`src/rtl/elevator_pkg.sv`:
```
// Shared types and helpers for the elevator request capture block.
package elevator_pkg;

   localparam int unsigned NO_FLOOR    = 0;
   localparam int unsigned MAX_FLOOR_W = 8;

   typedef logic [MAX_FLOOR_W-1:0] floor_t;

   typedef struct packed {
      floor_t current;
      floor_t dest;
   } req_t;

   typedef enum logic [0:0] {StIdle, StWaitDest} state_e;

   function automatic int unsigned floor_w(int unsigned n);
      return $clog2(n + 1);
   endfunction

endpackage

```
`src/rtl/elevator_request_capture_if.sv`:
```
// Car-panel buttons in, request handshake and status pulses out.
interface elevator_request_capture_if
   import elevator_pkg::*;
#(
   parameter int unsigned N_FLOORS = 9,
   parameter int unsigned FLOOR_W  = floor_w(N_FLOORS),
   parameter int unsigned CNT_W    = 3
);
   logic [N_FLOORS-1:0] push_btns;
   logic                req_valid;
   logic                req_ready;
   logic [FLOOR_W-1:0]  req_current;
   logic [FLOOR_W-1:0]  req_dest;
   logic                pair_pending;
   logic [CNT_W-1:0]    fifo_count;
   logic                overflow;
   logic                pair_err;
   logic                timeout;

   modport master (
      input  push_btns, req_ready,
      output req_valid, req_current, req_dest, pair_pending, fifo_count,
             overflow, pair_err, timeout
   );

   modport slave (
      output push_btns, req_ready,
      input  req_valid, req_current, req_dest, pair_pending, fifo_count,
             overflow, pair_err, timeout
   );
endinterface

```
`src/rtl/elevator_req_fifo.sv`:
```
// First-word-fall-through request FIFO; head data reads as zero when empty.
module elevator_req_fifo
   import elevator_pkg::*;
#(
   parameter int unsigned DEPTH = 4,
   localparam int unsigned PTR_W = $clog2(DEPTH),
   localparam int unsigned CNT_W = $clog2(DEPTH + 1)
) (
   input  logic             i_clk,
   input  logic             i_rst,
   input  logic             i_push,
   input  req_t             i_data,
   input  logic             i_pop,
   output logic             o_valid,
   output req_t             o_data,
   output logic [CNT_W-1:0] o_count,
   output logic             o_push_ok
);
   req_t             r_mem [DEPTH];
   logic [PTR_W-1:0] r_wr_ptr;
   logic [PTR_W-1:0] r_rd_ptr;
   logic [CNT_W-1:0] r_count;
   logic             w_pop;
   logic             w_full;

   assign o_valid   = (r_count != '0);
   assign w_full    = (r_count == CNT_W'(DEPTH));
   assign w_pop     = i_pop && o_valid;
   // A full FIFO still takes a push when the head leaves in the same cycle.
   assign o_push_ok = i_push && (!w_full || w_pop);
   assign o_data    = o_valid ? r_mem[r_rd_ptr] : '0;
   assign o_count   = r_count;

   always_ff @(posedge i_clk or posedge i_rst) begin
      if (i_rst) begin
         r_wr_ptr <= '0;
         r_rd_ptr <= '0;
         r_count  <= '0;
      end else begin
         if (o_push_ok) r_wr_ptr <= r_wr_ptr + PTR_W'(1);
         if (w_pop)     r_rd_ptr <= r_rd_ptr + PTR_W'(1);
         r_count <= r_count + CNT_W'(o_push_ok) - CNT_W'(w_pop);
      end
   end

   always_ff @(posedge i_clk) begin
      if (o_push_ok) r_mem[r_wr_ptr] <= i_data;
   end
endmodule

```
`src/rtl/elevator_request_capture.sv`:
```
// Pairs two distinct car-panel presses into (current, dest) requests and queues them.
module elevator_request_capture
   import elevator_pkg::*;
#(
   parameter int unsigned N_FLOORS     = 9,
   parameter int unsigned FLOOR_W      = floor_w(N_FLOORS),
   parameter int unsigned DEPTH        = 4,
   parameter int unsigned PAIR_TIMEOUT = 1000
) (
   input logic                        i_clk,
   input logic                        i_rst,
   elevator_request_capture_if.master io_bus
);
   localparam int unsigned TMR_W = (PAIR_TIMEOUT > 0) ? $clog2(PAIR_TIMEOUT + 1) : 1;
   localparam int unsigned CNT_W = $clog2(DEPTH + 1);

   state_e             r_state;
   logic [FLOOR_W-1:0] r_prev_floor;
   logic [FLOOR_W-1:0] r_cur_floor;
   logic [TMR_W-1:0]   r_timer;
   logic               r_overflow;
   logic               r_pair_err;
   logic               r_timeout;
   logic [FLOOR_W-1:0] w_decoded;
   int unsigned        w_hot_cnt;
   logic               w_event;
   logic               w_push;
   logic               w_push_ok;
   logic               w_valid;
   req_t               w_push_data;
   req_t               w_head;
   logic [CNT_W-1:0]   w_count;

   always_comb begin
      w_decoded = FLOOR_W'(NO_FLOOR);
      w_hot_cnt = 0;
      for (int i = 0; i < int'(N_FLOORS); i++) begin
         if (io_bus.push_btns[i]) begin
            w_decoded = FLOOR_W'(i + 1);
            w_hot_cnt = w_hot_cnt + 1;
         end
      end
      if (w_hot_cnt != 1) w_decoded = FLOOR_W'(NO_FLOOR);
   end

   assign w_event     = (w_decoded != FLOOR_W'(NO_FLOOR)) && (w_decoded != r_prev_floor);
   assign w_push      = (r_state == StWaitDest) && w_event && (w_decoded != r_cur_floor);
   assign w_push_data = '{current: floor_t'(r_cur_floor), dest: floor_t'(w_decoded)};

   always_ff @(posedge i_clk or posedge i_rst) begin
      if (i_rst) begin
         r_state      <= StIdle;
         r_prev_floor <= '0;
         r_cur_floor  <= '0;
         r_timer      <= '0;
         r_overflow   <= 1'b0;
         r_pair_err   <= 1'b0;
         r_timeout    <= 1'b0;
      end else begin
         r_prev_floor <= w_decoded;
         r_overflow   <= 1'b0;
         r_pair_err   <= 1'b0;
         r_timeout    <= 1'b0;
         unique case (r_state)
            StIdle: begin
               if (w_event) begin
                  r_cur_floor <= w_decoded;
                  r_timer     <= '0;
                  r_state     <= StWaitDest;
               end
            end
            StWaitDest: begin
               // A press beats a timer expiry landing on the same edge.
               if (w_event) begin
                  r_state <= StIdle;
                  if (w_decoded == r_cur_floor) r_pair_err <= 1'b1;
                  else if (!w_push_ok)          r_overflow <= 1'b1;
               end else if (PAIR_TIMEOUT != 0 && r_timer == TMR_W'(PAIR_TIMEOUT)) begin
                  r_timeout <= 1'b1;
                  r_state   <= StIdle;
               end else if (r_timer != TMR_W'(PAIR_TIMEOUT)) begin
                  r_timer <= r_timer + TMR_W'(1);
               end
            end
            default: r_state <= StIdle;
         endcase
      end
   end

   elevator_req_fifo #(
      .DEPTH(DEPTH)
   ) u_fifo (
      .i_clk    (i_clk),
      .i_rst    (i_rst),
      .i_push   (w_push),
      .i_data   (w_push_data),
      .i_pop    (io_bus.req_ready),
      .o_valid  (w_valid),
      .o_data   (w_head),
      .o_count  (w_count),
      .o_push_ok(w_push_ok)
   );

   if (FLOOR_W < MAX_FLOOR_W) begin : g_hi_bits
      logic w_unused_hi;
      assign w_unused_hi = ^{w_head.current[MAX_FLOOR_W-1:FLOOR_W],
                             w_head.dest[MAX_FLOOR_W-1:FLOOR_W]};
   end

   assign io_bus.req_valid    = w_valid;
   assign io_bus.req_current  = w_head.current[FLOOR_W-1:0];
   assign io_bus.req_dest     = w_head.dest[FLOOR_W-1:0];
   assign io_bus.fifo_count   = w_count;
   assign io_bus.pair_pending = (r_state == StWaitDest);
   assign io_bus.overflow     = r_overflow;
   assign io_bus.pair_err     = r_pair_err;
   assign io_bus.timeout      = r_timeout;
endmodule
```
`src/flat_wrapper.sv`:
```
// flat-port wrapper written by rule: the top's interface ports become plain ports
module elevator_request_capture_flat import elevator_pkg::*;
#(
   parameter int unsigned N_FLOORS     = 9,
   parameter int unsigned FLOOR_W      = floor_w(N_FLOORS),
   parameter int unsigned DEPTH        = 4,
   parameter int unsigned PAIR_TIMEOUT = 1000
)
  (i_clk, i_rst, io_bus_push_btns, io_bus_req_ready, io_bus_req_valid, io_bus_req_current, io_bus_req_dest, io_bus_pair_pending, io_bus_fifo_count, io_bus_overflow, io_bus_pair_err, io_bus_timeout);
  elevator_request_capture_if #(.N_FLOORS(N_FLOORS), .FLOOR_W(FLOOR_W)) io_bus_i ();
  input logic i_clk;
  input logic i_rst;
  input wire logic [$bits(io_bus_i.push_btns)-1:0] io_bus_push_btns;
  input wire logic [$bits(io_bus_i.req_ready)-1:0] io_bus_req_ready;
  output wire logic [$bits(io_bus_i.req_valid)-1:0] io_bus_req_valid;
  output wire logic [$bits(io_bus_i.req_current)-1:0] io_bus_req_current;
  output wire logic [$bits(io_bus_i.req_dest)-1:0] io_bus_req_dest;
  output wire logic [$bits(io_bus_i.pair_pending)-1:0] io_bus_pair_pending;
  output wire logic [$bits(io_bus_i.fifo_count)-1:0] io_bus_fifo_count;
  output wire logic [$bits(io_bus_i.overflow)-1:0] io_bus_overflow;
  output wire logic [$bits(io_bus_i.pair_err)-1:0] io_bus_pair_err;
  output wire logic [$bits(io_bus_i.timeout)-1:0] io_bus_timeout;
  assign io_bus_i.push_btns = io_bus_push_btns;
  assign io_bus_i.req_ready = io_bus_req_ready;
  assign io_bus_req_valid = io_bus_i.req_valid;
  assign io_bus_req_current = io_bus_i.req_current;
  assign io_bus_req_dest = io_bus_i.req_dest;
  assign io_bus_pair_pending = io_bus_i.pair_pending;
  assign io_bus_fifo_count = io_bus_i.fifo_count;
  assign io_bus_overflow = io_bus_i.overflow;
  assign io_bus_pair_err = io_bus_i.pair_err;
  assign io_bus_timeout = io_bus_i.timeout;
  elevator_request_capture #(.N_FLOORS(N_FLOORS), .FLOOR_W(FLOOR_W), .DEPTH(DEPTH), .PAIR_TIMEOUT(PAIR_TIMEOUT)) u_core (.i_clk(i_clk), .i_rst(i_rst), .io_bus(io_bus_i));
endmodule
```
`config.mk`:
```
export PLATFORM = sky130hd
export DESIGN_NAME = elevator_request_capture_flat
export DESIGN_NICKNAME = d
export VERILOG_FILES = /design/src/rtl/elevator_pkg.sv /design/src/rtl/elevator_request_capture_if.sv /design/src/rtl/elevator_req_fifo.sv /design/src/rtl/elevator_request_capture.sv /design/src/flat_wrapper.sv
export SDC_FILE = /design/constraint.sdc
export NUM_CORES = 1
export LEC_CHECK = 0
export ABC_CLOCK_PERIOD_IN_PS = 2850
export CORE_MARGIN = 2
export CORE_UTILIZATION = 53
export CTS_CLUSTER_SIZE = 24
export DETAILED_ROUTE_END_ITERATION = 8
export GPL_ROUTABILITY_DRIVEN = 0
export HOLD_SLACK_MARGIN = 0.1
export PLACE_DENSITY = 0.76
export SLEW_MARGIN = 20
export SYNTH_ARGS = -nofsm -noshare
export SYNTH_HDL_FRONTEND = slang
export SYNTH_SLANG_ARGS = --single-unit
```
`constraint.sdc`:
```
create_clock -name i_clk -period 2.85 [get_ports i_clk]
set_input_delay 0.855 -clock i_clk [delete_from_list [all_inputs] [get_ports i_clk]]
set_output_delay 0.855 -clock i_clk [all_outputs]
set_load 0.02 [all_outputs]
```
== Word level (Yosys, flattened, before mapping) ==
Memories as Yosys holds them, arrays and structs flattened.
Cells that the tools add are included.

* Input port bits: 12
* Memories: 1
* Output and inout bits: 16
* Latch bits: 0
* ROM bits: 0
* RAM bits: 32
* Bits in registers: 29

{| class="wikitable"
|+ Memory list
! name !! depth !! width !! rd ports !! clocked after Yosys merged registers in !! wr ports !! line !! source
|-
| u_core.u_fifo.r_mem || 4 || 8 || 1 || 0 || 1 || elevator_req_fifo.sv:19 || <nowiki>req_t r_mem [DEPTH];</nowiki>
|}

* Magnitude comparators: 0
* Divide/modulo/power cells: 0
* Multiplexer cells: 41
* Bitwise gates (word level): 1
* Shift operators: 0
* Equality and inequality tests: 11
* Reductions and logical operators: 11
* Add/subtract/negate cells: 13
* $mul: 0

{| class="wikitable"
|+ Operators by type and width
! kind !! number
|-
| 2-to-1 mux 32 bit || 8
|-
| adder 32 x 1 -> 32 bit (second input constant) || 7
|-
| 2-to-1 mux 10 bit || 4
|-
| 2-to-1 mux 4 bit || 9
|-
| inequality test 32 x 1 -> 1 bit (second input constant) || 1
|-
| one-hot mux 10 bit (2 select lines) || 1
|-
| 2-to-1 mux 1 bit || 17
|-
| 2-to-1 mux 12 bit || 1
|-
| adder 10 x 1 -> 10 bit (second input constant) || 1
|-
| == test 10 bit (second input constant) || 1
|-
| inequality test 10 bit (second input constant) || 1
|-
| inequality test 4 bit || 2
|-
| inequality test 2 bit (second input constant) || 3
|-
| logical AND 1 bit || 5
|-
| adder 2 x 1 -> 2 bit (second input constant) || 2
|-
| == test 4 bit || 1
|-
| AND reduction 4 bit || 1
|-
| nonzero test 4 bit || 1
|-
| adder 3 x 1 -> 3 bit || 1
|-
| == test 3 bit (second input constant) || 1
|-
| nonzero test 3 bit || 1
|-
| subtractor 3 x 1 -> 3 bit || 1
|-
| adder 1 x 1 -> 2 bit (second input constant) || 1
|-
| inequality test 2 x 1 -> 1 bit (second input constant) || 1
|-
| 5 further kinds || 5
|}

== Logic depth before layout (Yosys ltp) ==
Gate-level depths: netlist of the first run.

* Word-level depth: 28
* Gate-level depth with buffers: 42
* Depth with buffers taken out: 41

== Cells and area by module ==
From an unflattened synthesis of the first run, not the netlist that was laid out.

* Cells, all modules: 382
* Area total of the unflattened synthesis: 4988.5 µm²

{| class="wikitable"
|+ Modules (own cells, without submodules)
! module !! cells an instance !! area an instance (µm²) !! times used !! sequential area each (µm²)
|-
| elevator_req_fifo || 139 || 2880.3 || 1 || 2097.0
|-
| elevator_request_capture || 243 || 2108.3 || 1 || 550.5
|}

== Worst setup path after synthesis of the first run ==
Ideal clock, no wire load.

* Path type: input to register
* Start: input io_bus_push_btns[0]
* End: register u_core.u_fifo.r_count[2], in the netlist u_core.u_fifo.o_count[2]
* Path slack: -4.813 ns
* Library setup time: 0.133 ns
* Stages on the path: 42
* Required time: 2.717 ns
* Arrival: 7.530 ns
* Cells stage by stage: inv_1 -> ha_1 -> xnor2_2 -> inv_1 -> ha_1 -> nand2_1 -> o31ai_1 -> ha_1 -> mux2_2 -> ha_1 -> nand2_1 -> o31ai_2 -> or2_2 -> ha_1 -> nand2b_1 -> o31ai_1 -> inv_1 -> ha_1 -> [6 not listed] -> a32oi_1 -> o2111ai_2 -> buf_6 -> nand2b_1 -> o32a_1 -> a21oi_2 -> inv_1 -> ha_1 -> o41ai_1 -> nor2_4 -> inv_1 -> ha_1 -> inv_1 -> ha_1 -> inv_1 -> fa_1 -> xnor2_1 -> xnor2_1

* Cells in the longest elaborated chain, start to end: 26
* Elaborated cells between the ends (all ways): 37
* Those cells by class: 10 x add/sub; 3 x eq/ne; 19 x mux; 5 x reduce/logical

{| class="wikitable"
|+ RTL lines
! element !! line !! source
|-
| start, declared || flat_wrapper.sv:13 || <nowiki>input wire logic [$bits(io_bus_i.push_btns)-1:0] io_bus_push_btns;</nowiki>
|-
| 2-to-1 mux 1 bit || elevator_request_capture.sv:38 || <nowiki>if (io_bus.push_btns[i]) begin</nowiki>
|-
| adder 1 x 1 -> 2 bit || elevator_request_capture.sv:40 || <nowiki>w_hot_cnt = w_hot_cnt + 1;</nowiki>
|-
| 2-to-1 mux 32 bit || elevator_request_capture.sv:38 ||
|-
| adder 32 x 1 -> 32 bit || elevator_request_capture.sv:40 ||
|-
| 2-to-1 mux 32 bit || elevator_request_capture.sv:38 ||
|-
| adder 32 x 1 -> 32 bit || elevator_request_capture.sv:40 ||
|-
| 2-to-1 mux 32 bit || elevator_request_capture.sv:38 ||
|-
| adder 32 x 1 -> 32 bit || elevator_request_capture.sv:40 ||
|-
| [10 not listed] || -- ||
|-
| 2-to-1 mux 4 bit (*) || elevator_request_capture.sv:43 || <nowiki>if (w_hot_cnt != 1) w_decoded = FLOOR_W'(NO_FLOOR);</nowiki>
|-
| inequality test 4 bit / nonzero test 4 bit (equally long branches) || elevator_request_capture.sv:46 || <nowiki>assign w_event = (w_decoded != FLOOR_W'(NO_FLOOR)) && (w_decoded != r_prev_floor);</nowiki>
|-
| logical AND 1 bit || elevator_request_capture.sv:46 ||
|-
| logical AND 1 bit || elevator_request_capture.sv:47 || <nowiki>assign w_push = (r_state == StWaitDest) && w_event && (w_decoded != r_cur_floor);</nowiki>
|-
| logical AND 1 bit (*) || elevator_request_capture.sv:47 ||
|-
| logical AND 1 bit (*) || elevator_req_fifo.sv:30 || <nowiki>assign o_push_ok = i_push && (!w_full || w_pop);</nowiki>
|-
| adder 3 x 1 -> 3 bit (*) || elevator_req_fifo.sv:42 || <nowiki>r_count <= r_count + CNT_W'(o_push_ok) - CNT_W'(w_pop);</nowiki>
|-
| subtractor 3 x 1 -> 3 bit (*) || elevator_req_fifo.sv:42 ||
|-
| end signal, assigned || elevator_req_fifo.sv:42 ||
|-
| end, declared || elevator_req_fifo.sv:22 || <nowiki>logic [CNT_W-1:0] r_count;</nowiki>
|}

Every way passes the cells marked *; elsewhere a longest branch is shown, timed or not.
A chain may end at the register's enable or synchronous reset.

== Worst setup path in the final report of the first run ==
* Start: input io_bus_push_btns[1]
* End: register u_core.u_fifo.r_count[2], in the netlist u_core.u_fifo.o_count[2]

* Cells in the longest elaborated chain, start to end: 24
* Elaborated cells between the ends (all ways): 34
* Those cells by class: 9 x add/sub; 3 x eq/ne; 17 x mux; 5 x reduce/logical

{| class="wikitable"
|+ RTL lines
! element !! line
|-
| 2-to-1 mux 32 bit || elevator_request_capture.sv:38
|-
| adder 32 x 1 -> 32 bit || elevator_request_capture.sv:40
|-
| 2-to-1 mux 32 bit || elevator_request_capture.sv:38
|-
| adder 32 x 1 -> 32 bit || elevator_request_capture.sv:40
|-
| 2-to-1 mux 32 bit || elevator_request_capture.sv:38
|-
| adder 32 x 1 -> 32 bit || elevator_request_capture.sv:40
|-
| 2-to-1 mux 32 bit || elevator_request_capture.sv:38
|-
| adder 32 x 1 -> 32 bit || elevator_request_capture.sv:40
|-
| [8 not listed] || --
|-
| 2-to-1 mux 4 bit (*) || elevator_request_capture.sv:43
|-
| inequality test 4 bit / nonzero test 4 bit (equally long branches) || elevator_request_capture.sv:46
|-
| logical AND 1 bit || elevator_request_capture.sv:46
|-
| logical AND 1 bit || elevator_request_capture.sv:47
|-
| logical AND 1 bit (*) || elevator_request_capture.sv:47
|-
| logical AND 1 bit (*) || elevator_req_fifo.sv:30
|-
| adder 3 x 1 -> 3 bit (*) || elevator_req_fifo.sv:42
|-
| subtractor 3 x 1 -> 3 bit (*) || elevator_req_fifo.sv:42
|}

Marks and branches as above.

==> results of run 1 <==
metrics by stage:
stage                     TNS (ns)  setup slack (ns)  total power [mW]  instance area (um2)  hold WS (ns)
after floorplan            -240.13            -4.260             2.784                 3951        0.4881
after global placement     -286.77            -4.629             3.655                 4863        0.5216
after CTS                  -237.13            -3.969             4.612                 5177        0.5505
after detailed placement   -301.28            -4.858             3.762                 4863        0.5327
after global routing       -254.25            -4.232             5.022                 5305        0.5820
final                      -238.53            -3.985             4.745                 5305        0.5653
tightest hold or removal path: stages, from the launching register on:
cell     delay, ns
dfrtp_1       0.39
o21ai_0       0.08
a21oi_1       0.06
registers in the layout (all words and copies together), names as in the netlist:
name,count
u_core.u_fifo.r_mem,32
u_core.r_prev_floor,4
u_core.io_bus.pair_pending,1
u_core.io_bus.overflow,1
u_core.r_timer,10
u_core.io_bus.timeout,1
u_core.r_cur_floor,4
u_core.io_bus.pair_err,1
u_core.u_fifo.o_count,3
u_core.u_fifo.r_rd_ptr,2
u_core.u_fifo.r_wr_ptr,2
final cells by class:
| cell class | instances | area [um2] | area share (%) |
|---|---|---|---|
| flip-flops and latches | 61 | 1687 | 31.79 |
| clock inverters | 6 | 62.56 | 1.179 |
| multi-input cells | 233 | 2213 | 41.72 |
| inverters | 21 | 91.34 | 1.722 |
| clock buffers | 10 | 127.6 | 2.406 |
| well taps | 80 | 100.1 | 1.887 |
| repair buffers | 121 | 1023 | 19.29 |
placed cells by master, fill, tap and decap left out, types with 11 or more instances in the layout:
cell type and count:
and2_1 11, buf_4 86, clkdlybuf4s50_1 23, dfrtp_1 29
edfxtp_1 32, inv_1 13, nand2_1 16, nor2_1 18
xnor2_1 11
power breakdown:
| part | internal [mW] | leakage, nW | switching, mW |
|---|---|---|---|
| registers | 1.12 | 0.678 | 0.165 |
| clock network | 0.403 | 0.0982 | 0.344 |
| logic | 1.47 | 1.44 | 1.24 |
| total | 2.99 | 2.21 | 1.75 |
kinds of logic (layout without fill, tap and decap cells):
group / after synthesis / in the layout / share of synthesized area [%]
adder cells (fa/ha/maj): 20 / 20 / 7.007
AND/OR/NAND/NOR: 116 / 116 / 17.31
flip-flops: 61 / 61 / 45.85
XOR/XNOR: 26 / 26 / 7.585
AO/OA/AOI/OAI: 54 / 54 / 10.71
multiplexers: 17 / 17 / 7.653
buffers and inverters: 33 / 158 / 3.877
metal layers:
metal | vias up | share of wire (%) | track usage (%)
met2 | 72 | 54 | 42.49
li1 | 1438 | - | -
met5 | - | 0 | 0
met4 | 0 | 2.4 | 7.692
met3 | 23 | 3.3 | 4.455
met1 | 1460 | 40 | 27.41
worst paths after layout:
| check | start | end | slack, ns | cells after the start |
|---|---|---|---|---|
| setup / recovery | io_bus_push_btns[1] | u_core.u_fifo.o_count[2] | -3.99 | 43 |
| hold / removal | u_core.r_timer[9] | u_core.r_timer[9] | 0.57 | 2 |
| setup reg to reg | u_core.r_prev_floor[0] | u_core.u_fifo.o_count[2] | -0.14 | 16 |
| hold reg to reg | u_core.r_timer[9] | u_core.r_timer[9] | 0.57 | 2 |
| max in group asynchronous | i_rst | u_core.r_timer[8] | 1.69 | 3 |
| min in group asynchronous | i_rst | u_core.u_fifo.r_wr_ptr[1] | 0.89 | 3 |
what timing repair did:
item                                    in CTS  in global routing
hold buffers                                 0                  0
buffers inserted                            10                 10
endpoints found under the setup margin      83                 84
resized for setup                           30                 19
pin swaps                                   33                 26
==> results.yml, run 1 <==
run_status:
  status: "finished with violations"
  violations: "negative setup slack"
logic_synthesis:
  synth_edf_count: 32
  synth_warnings: 0
  synthCells: 327
  synth.distinct_cells: 63
  synth_most_common_cell: "edfxtp_1"
  synth_flop_cell: "edfxtp_1"
  synth_seq_area_share_pct: 45.85
  yosys-top-cells-count: "edfxtp_1, dfrtp_1, nor2_1"
  syn_nets: 359
  avgSynthCellArea_um2: 11.25
  ys_top_cells_by_area: "edfxtp_1, dfrtp_1, ha_1"
  synth_top_cell_by_area: "edfxtp_1"
  synthArstFlopShare_pct: 47.54
  syn_area_mm2: 0.003679
  synth_top_area_share_pct: 26.12
  ys_seq_elements: 61
timing:
  setup_ws_ns: -3.985
  finalHoldViolations: 0
  drv_slew: 0
  tightestPinTransition_ns: 0.4484
  setup_violations: 83
  fin_crit_ns: 6.835
  period_share_pct: 239.8
  rsz0062_at_grt: "true"
  clock-skew-final_ns: 0.01150
  fmax_mhz: 146.3
  relSlewSlack_pct: 70.11
worst_setup_path:
  arrival_ns: 7.07
  critPathRequiredTime_ns: 3.09
  crit_family: "adder cells"
  cp-end-kind: "flop"
  slowest_delay_ns: 0.37
  start_kind: "input pin"
  critPathBufInv: 9
  cp_max_fo: 5
  crit_top_cell: "ha_4"
  cp_slowest_cell: "fa_2"
  crit_type: "input pin to flop"
clock_tree:
  cts_max_path_buffers: 2
  clkSinkCount: 61
  htree_levels: 3
  cts_tree: "built"
  cts_root_buf: "clkbuf_8"
  path_clk_slew_ns: 0.08
  clk_latency_ns: 0.35
  cts_buffers: 9
pwr:
  p_per_area_mw_per_mm2: 894.4
  power.leakage_nw: 2.211
  ir_worst_vdd_mv: 0.4129
global_route:
  overflow: 0
  grt_pass1_wl_um: 13770
  antenna_found_initial: 0
  grtUsageTotal_pct: 23.33
  grt_start_max_net_pins: 30
  first_global_vias: 2924
die:
  die_x_um: 87.31
  die_area_mm2: 0.007623
  die_h_um: 87.31
  row_count: 30
  initial_core_util_pct: 54.44
  core_area_mm2: 0.006756
  io-pin-count: 28
finish:
  fin_nets: 479
  drive_gt1_share_pct: 42.48
  final_util_pct: 78.52
  syn_to_final_growth_pct: 44.22
  fill_cells: 421
  antenna_cells: 0
  layout.cells.non_filler: 532
route:
  totalWireLength_um: 8731
  wl_per_cell_um: 16.41
  vias_per_cell: 5.626
  drc: 0
  drt-initial-drc-count: 217
  drtAntennaViolNets: 0
  num_vias: 2993
  first_pass_iters: 4
place:
  portBuffers: 27
  place_inst: 501
  dpl.hpwl_um: 6087
worst_hold_path:
  hold_path_class: "flop to flop"
flow_run:
  maxCapViolCount: 0
No activity file was read; power rests on OpenSTA's default activity.
==> run 2, diff against run 1 <==
--- a/config.mk
+++ b/config.mk
@@ -6,13 +6,16 @@
 export NUM_CORES = 1
 export LEC_CHECK = 0
 export ABC_CLOCK_PERIOD_IN_PS = 2850
+export CELL_PAD_IN_SITES_DETAIL_PLACEMENT = 0
+export CELL_PAD_IN_SITES_GLOBAL_PLACEMENT = 2
 export CORE_MARGIN = 2
-export CORE_UTILIZATION = 53
+export CORE_UTILIZATION = 37
+export CTS_BUF_LIST = sky130_fd_sc_hd__clkbuf_8
 export CTS_CLUSTER_SIZE = 24
 export DETAILED_ROUTE_END_ITERATION = 8
 export GPL_ROUTABILITY_DRIVEN = 0
 export HOLD_SLACK_MARGIN = 0.1
-export PLACE_DENSITY = 0.76
+export PLACE_DENSITY_LB_ADDON = 0.1
 export SLEW_MARGIN = 20
 export SYNTH_ARGS = -nofsm -noshare
 export SYNTH_HDL_FRONTEND = slang
==> results.yml, run 2 (synthesized netlist as in run 1, its figures left out) <==
finish:
  final_cell_mix: "buf_4, edfxtp_1, dfrtp_1"
  final_util_pct: 56.73
  drive_gt1_share_pct: 46.04
  top_register: "u_core.u_fifo.r_mem"
  fin_nets: 481
  top_regs: "u_core.u_fifo.r_mem x32, u_core.r_timer x10"
  largest_register_ffs: 32
  final_common_cell: "buf_4"
  syn_to_final_growth_pct: 50.03
  antenna_cells: 0
route:
  drt-initial-drc-count: 92
  totalWireLength_um: 8250
  drc: 0
  first_pass_iters: 5
  vias_per_cell: 4.920
  wl_per_cell_um: 14.05
  drtAntennaViolNets: 0
  num_vias: 2888
clock_tree:
  htree_levels: 3
  clkSinkCount: 61
  clk_latency_ns: 0.34
  cts_tree: "built"
  cts_root_buf: "clkbuf_8"
  path_clk_slew_ns: 0.07
  hold_buffers: 0
  cts_buffers: 9
  cts_max_path_buffers: 2
worst_setup_path:
  crit_top_cell: "ha_4"
  crit_type: "input pin to flop"
  cp_max_fo: 5
  worstReg2RegStart: "u_core.r_prev_floor[0]"
  critPathRequiredTime_ns: 3.07
  critPathBufInv: 10
  crit_family: "adder cells"
  critPathLaunch: "io_bus_push_btns[1]"
  ff2ff_setup_slack_ns: -0.14
  start_kind: "input pin"
  cp_slowest_cell: "fa_2"
  cp-end-kind: "flop"
  arrival_ns: 6.82
  reg2reg_depth: 13
  slowest_delay_ns: 0.36
  reg2reg_to: "u_core.r_timer[7]"
die:
  die_x_um: 103.7
  die_area_mm2: 0.01076
  io-pin-count: 28
  row_count: 36
  die_h_um: 103.7
  core_area_mm2: 0.009729
  initial_core_util_pct: 37.81
worst_hold_path:
  min_to: "u_core.r_timer[4]"
  holdPathStages: 1
  hold_path_class: "flop to flop"
  hp-start: "u_core.r_timer[4]"
timing:
  timing.hold.ws_ns: 0.5490
  setup_violations: 75
  clock-skew-final_ns: 0.008861
  finalHoldViolations: 0
  period_share_pct: 231.7
  setup_ws_ns: -3.754
  rsz0062_at_grt: "true"
  drv_slew: 0
  tightestPinTransition_ns: 0.5315
  relSlewSlack_pct: 64.29
  fin_crit_ns: 6.604
  fmax_mhz: 151.4
global_route:
  first_global_vias: 2865
  grt_pass1_wl_um: 13950
  overflow: 0
  antenna_found_initial: 0
  grtUsageTotal_pct: 16.12
  grt_start_max_net_pins: 30
place:
  place_ws_ns: -4.831
  portBuffers: 27
  dpl.hpwl_um: 5908
run_status:
  violations: "negative setup slack"
  status: "finished with violations"
pwr:
  total_power_mw: 4.942
  power.leakage_nw: 2.263
  p_per_area_mw_per_mm2: 895.4
  ir_worst_vdd_mv: 0.7141
flow_run:
  maxCapViolCount: 0
## run 2: how the worst max path moves through the flow
stage / slack [ns] / depth (start not counted) / end
floorplan: -4.26 / 42 / u_core.u_fifo.o_count[2]
global placement: -4.68 / 43 / u_core.u_fifo.o_count[2]
detailed placement: -4.83 / 43 / u_core.u_fifo.o_count[2]
CTS: -4.01 / 43 / u_core.u_fifo.o_count[2]
global route: -4.04 / 42 / u_core.u_fifo.o_count[2]
finish: -3.75 / 41 / u_core.u_fifo.o_count[2]
## run 2: report_power, final
part | leakage, nW | internal (mW) | switching (mW)
sequential | 0.678 | 1.12 | 0.135
clock | 0.104 | 0.407 | 0.348
combinational | 1.48 | 1.56 | 1.37
## run 2: metal layers
| layer | track usage [%] | up-vias | share of wire [%] |
|---|---|---|---|
| met4 | 4.440 | 0 | 0.72 |
| met5 | 0 | - | 0 |
| met1 | 21.59 | 1409 | 46 |
| met2 | 26.06 | 39 | 50 |
| met3 | 4.154 | 6 | 2.6 |
| li1 | - | 1434 | - |
## run 2: layout make-up
type | count | area, um2
clock buffers | 9 | 123.9
flip-flops and latches | 61 | 1687
fillers | 855 | 4210
clock inverters | 7 | 75.07
repair buffers | 123 | 1057
inverters | 21 | 96.34
multi-input cells | 233 | 2313
well taps | 133 | 166.4
## run 2: what timing repair did
item,4_1_cts,5_1_grt
pin swaps,32,31
setup endpoints to repair,83,75
gates resized for setup,47,41
buffers inserted,7,11
## run 2: through the flow
step / setup TNS (ns) / area (um2) / cells
2_1_floorplan: -240.13 / 3951 / 327
3_3_place_gp: -290.83 / 4952 / 557
3_5_place_dp: -299.53 / 4952 / 557
4_1_cts: -234.23 / 5275 / 578
5_1_grt: -241.56 / 5519 / 587
6_report: -224.81 / 5519 / 587
==> run 3, diff against run 2 <==
--- a/config.mk
+++ b/config.mk
@@ -8,13 +8,13 @@
 export ABC_CLOCK_PERIOD_IN_PS = 2850
 export CELL_PAD_IN_SITES_DETAIL_PLACEMENT = 0
 export CELL_PAD_IN_SITES_GLOBAL_PLACEMENT = 2
+export CORE_ASPECT_RATIO = 0.9
 export CORE_MARGIN = 2
 export CORE_UTILIZATION = 37
 export CTS_BUF_LIST = sky130_fd_sc_hd__clkbuf_8
 export CTS_CLUSTER_SIZE = 24
 export DETAILED_ROUTE_END_ITERATION = 8
 export GPL_ROUTABILITY_DRIVEN = 0
-export HOLD_SLACK_MARGIN = 0.1
 export PLACE_DENSITY_LB_ADDON = 0.1
 export SLEW_MARGIN = 20
 export SYNTH_ARGS = -nofsm -noshare
==> results.yml, run 3 (synthesized netlist as in run 1, its figures left out) <==
route:
  num_vias: 2861
  totalWireLength_um: 8169
  vias_per_cell: 4.916
  drc: 0
  drtAntennaViolNets: 0
  drt-initial-drc-count: 84
  first_pass_iters: 4
  wl_per_cell_um: 14.04
timing:
  finalHoldViolations: 0
  rsz0062_at_grt: "true"
  setup_violations: 75
  fin_crit_ns: 6.697
  relSlewSlack_pct: 68.12
  tightestPinTransition_ns: 0.4765
  period_share_pct: 235.0
  setup_ws_ns: -3.847
  finalSetupTns_ns: -232.04
  drv_slew: 0
  fmax_mhz: 149.3
  clock-skew-final_ns: 0.007598
flow_run:
  maxCapViolCount: 0
place:
  dpl.hpwl_um: 6095
  portBuffers: 27
  placed_area_mm2: 0.004951
die:
  io-pin-count: 28
  initial_core_util_pct: 38.09
  core_area_mm2: 0.009657
  die_x_um: 109.1
  die_area_mm2: 0.01076
  die_h_um: 98.59
  row_count: 34
global_route:
  grt_pass1_wl_um: 14130
  grtUsageTotal_pct: 16.70
  busiest_layer: "met2"
  grtUsageMet1_pct: 23.17
  antenna_found_initial: 0
  overflow: 0
  met2_usage_pct: 26.80
  grt_start_max_net_pins: 30
  grt_util_met3_pct: 3.439
  first_global_vias: 2891
clock_tree:
  cts_max_path_buffers: 2
  hold_buffers: 0
  path_clk_slew_ns: 0.06
  htree_levels: 3
  clk_latency_ns: 0.33
  cts_tree: "built"
  cts_buffers: 9
  clkSinkCount: 61
  cts_root_buf: "clkbuf_8"
pwr:
  total_power_mw: 5.014
  ir_worst_vdd_mv: 0.4820
  seq_power_share_pct: 25.0
  switching_share_pct: 35.67
  p_switching_mw: 1.788
  power.internal_mw: 3.226
  pwr-share-clk_pct: 17.9
  power_frac_comb_pct: 57.1
  power.leakage_nw: 2.282
  p_per_area_mw_per_mm2: 907.3
finish:
  regArea_mm2: 0.001687
  syn_to_final_growth_pct: 50.24
  drive_gt1_share_pct: 45.39
  fin_nets: 483
  top_regs: "u_core.u_fifo.r_mem x32, u_core.r_timer x10"
  multi_input_area_mm2: 0.002278
  final_area_mm2: 0.005527
  top_register: "u_core.u_fifo.r_mem"
  largest_register_ffs: 32
  fill_cells: 837
  final_common_cell: "buf_4"
  final_cell_mix: "buf_4, edfxtp_1, dfrtp_1"
  antenna_cells: 0
run_status:
  status: "finished with violations"
  violations: "negative setup slack"
worst_setup_path:
  crit_type: "input pin to flop"
  crit_top_cell: "ha_4"
  arrival_ns: 6.91
  slowest_delay_ns: 0.39
  critPathRequiredTime_ns: 3.06
  cp_max_fo: 5
  cp-end-kind: "flop"
  start_kind: "input pin"
  cp_slowest_cell: "fa_2"
worst_hold_path:
  hold_path_class: "flop to flop"
[run 3: cell count changes in the layout (fill, tap and decap cells not counted), moves of 2 or more]
| cell | previous run | this run |
|---|---|---|
| mux2_2 | 4 | 0 |
| o21ai_0 | 4 | 6 |
| bufinv_16 | 1 | 3 |
| nor3_2 | 2 | 4 |
| mux2_4 | 2 | 6 |
| nor3_4 | 2 | 0 |
| clkinv_4 | 3 | 1 |
[run 3: per-stage QoR]
step                      setup WS, ns  std cells  hold slack, ns  utilization [%]
after floorplan                 -4.260        327          0.4881                -
after global placement          -4.723        551          0.5303            51.27
after detailed placement        -4.812        551          0.5401            51.27
after CTS                       -4.044        574          0.5493            55.30
after global routing            -4.147        582          0.5817            57.23
final                           -3.847        582          0.5558            57.23
[run 3: routing by layer]
metal / part of all wire, % / vias up
met4: 0.98 / 0
met3: 2.6 / 8
met1: 49 / 1373
li1: - / 1441
met5: 0 / -
met2: 48 / 39
[run 3: what timing repair did]
item | in CTS | in global routing
buffers inserted | 10 | 11
setup endpoints to repair | 83 | 75
pin swaps | 32 | 29
resized for setup | 51 | 34
gates cloned | 0 | 0
[run 3: path summary, 6_finish.rpt]
check / endpoint / startpoint / slack [ns] / cells after the start
max: u_core.u_fifo.o_count[2] / io_bus_push_btns[1] / -3.85 / 42
min: u_core.r_timer[8] / u_core.r_timer[8] / 0.56 / 2
max reg2reg: u_core.u_fifo.o_count[2] / u_core.r_prev_floor[0] / -0.12 / 16
min reg2reg: u_core.r_timer[8] / u_core.r_timer[8] / 0.56 / 2
max in group asynchronous: u_core.r_cur_floor[2] / i_rst / 1.66 / 3
min in group asynchronous: u_core.r_timer[8] / i_rst / 0.90 / 3
[run 3: final cells by class]
| class | count | share of cell area [%] |
|---|---|---|
| Clock buffer | 9 | 2.241 |
| Multi-Input combinational cell | 233 | 41.23 |
| Tap cell | 126 | 2.853 |
| Timing Repair Buffer | 125 | 19.38 |
| Sequential cell | 61 | 30.52 |
| Clock inverter | 7 | 2.083 |
| Inverter | 21 | 1.698 |
[run 3: worst max-delay path, delay by kind of cell]
kind	cells	cell delay [ns]
adders and majority gates	11	2.55
AOI/OAI and AO/OA	11	1.39
muxes	1	0.29
xor gates and xnor gates	3	0.39
buffers and inverters	8	0.46
and+or+nand+nor	8	0.95
[run 3: power groups by stage]
stage	sequential, mW	clock, mW	combinational [mW]
floorplan	1.31	0	1.48
global route	1.28	0.960	3.13
CTS	1.25	0.920	2.68
global placement	1.27	0	2.49
finish	1.25	0.897	2.87
detailed placement	1.27	0	2.51
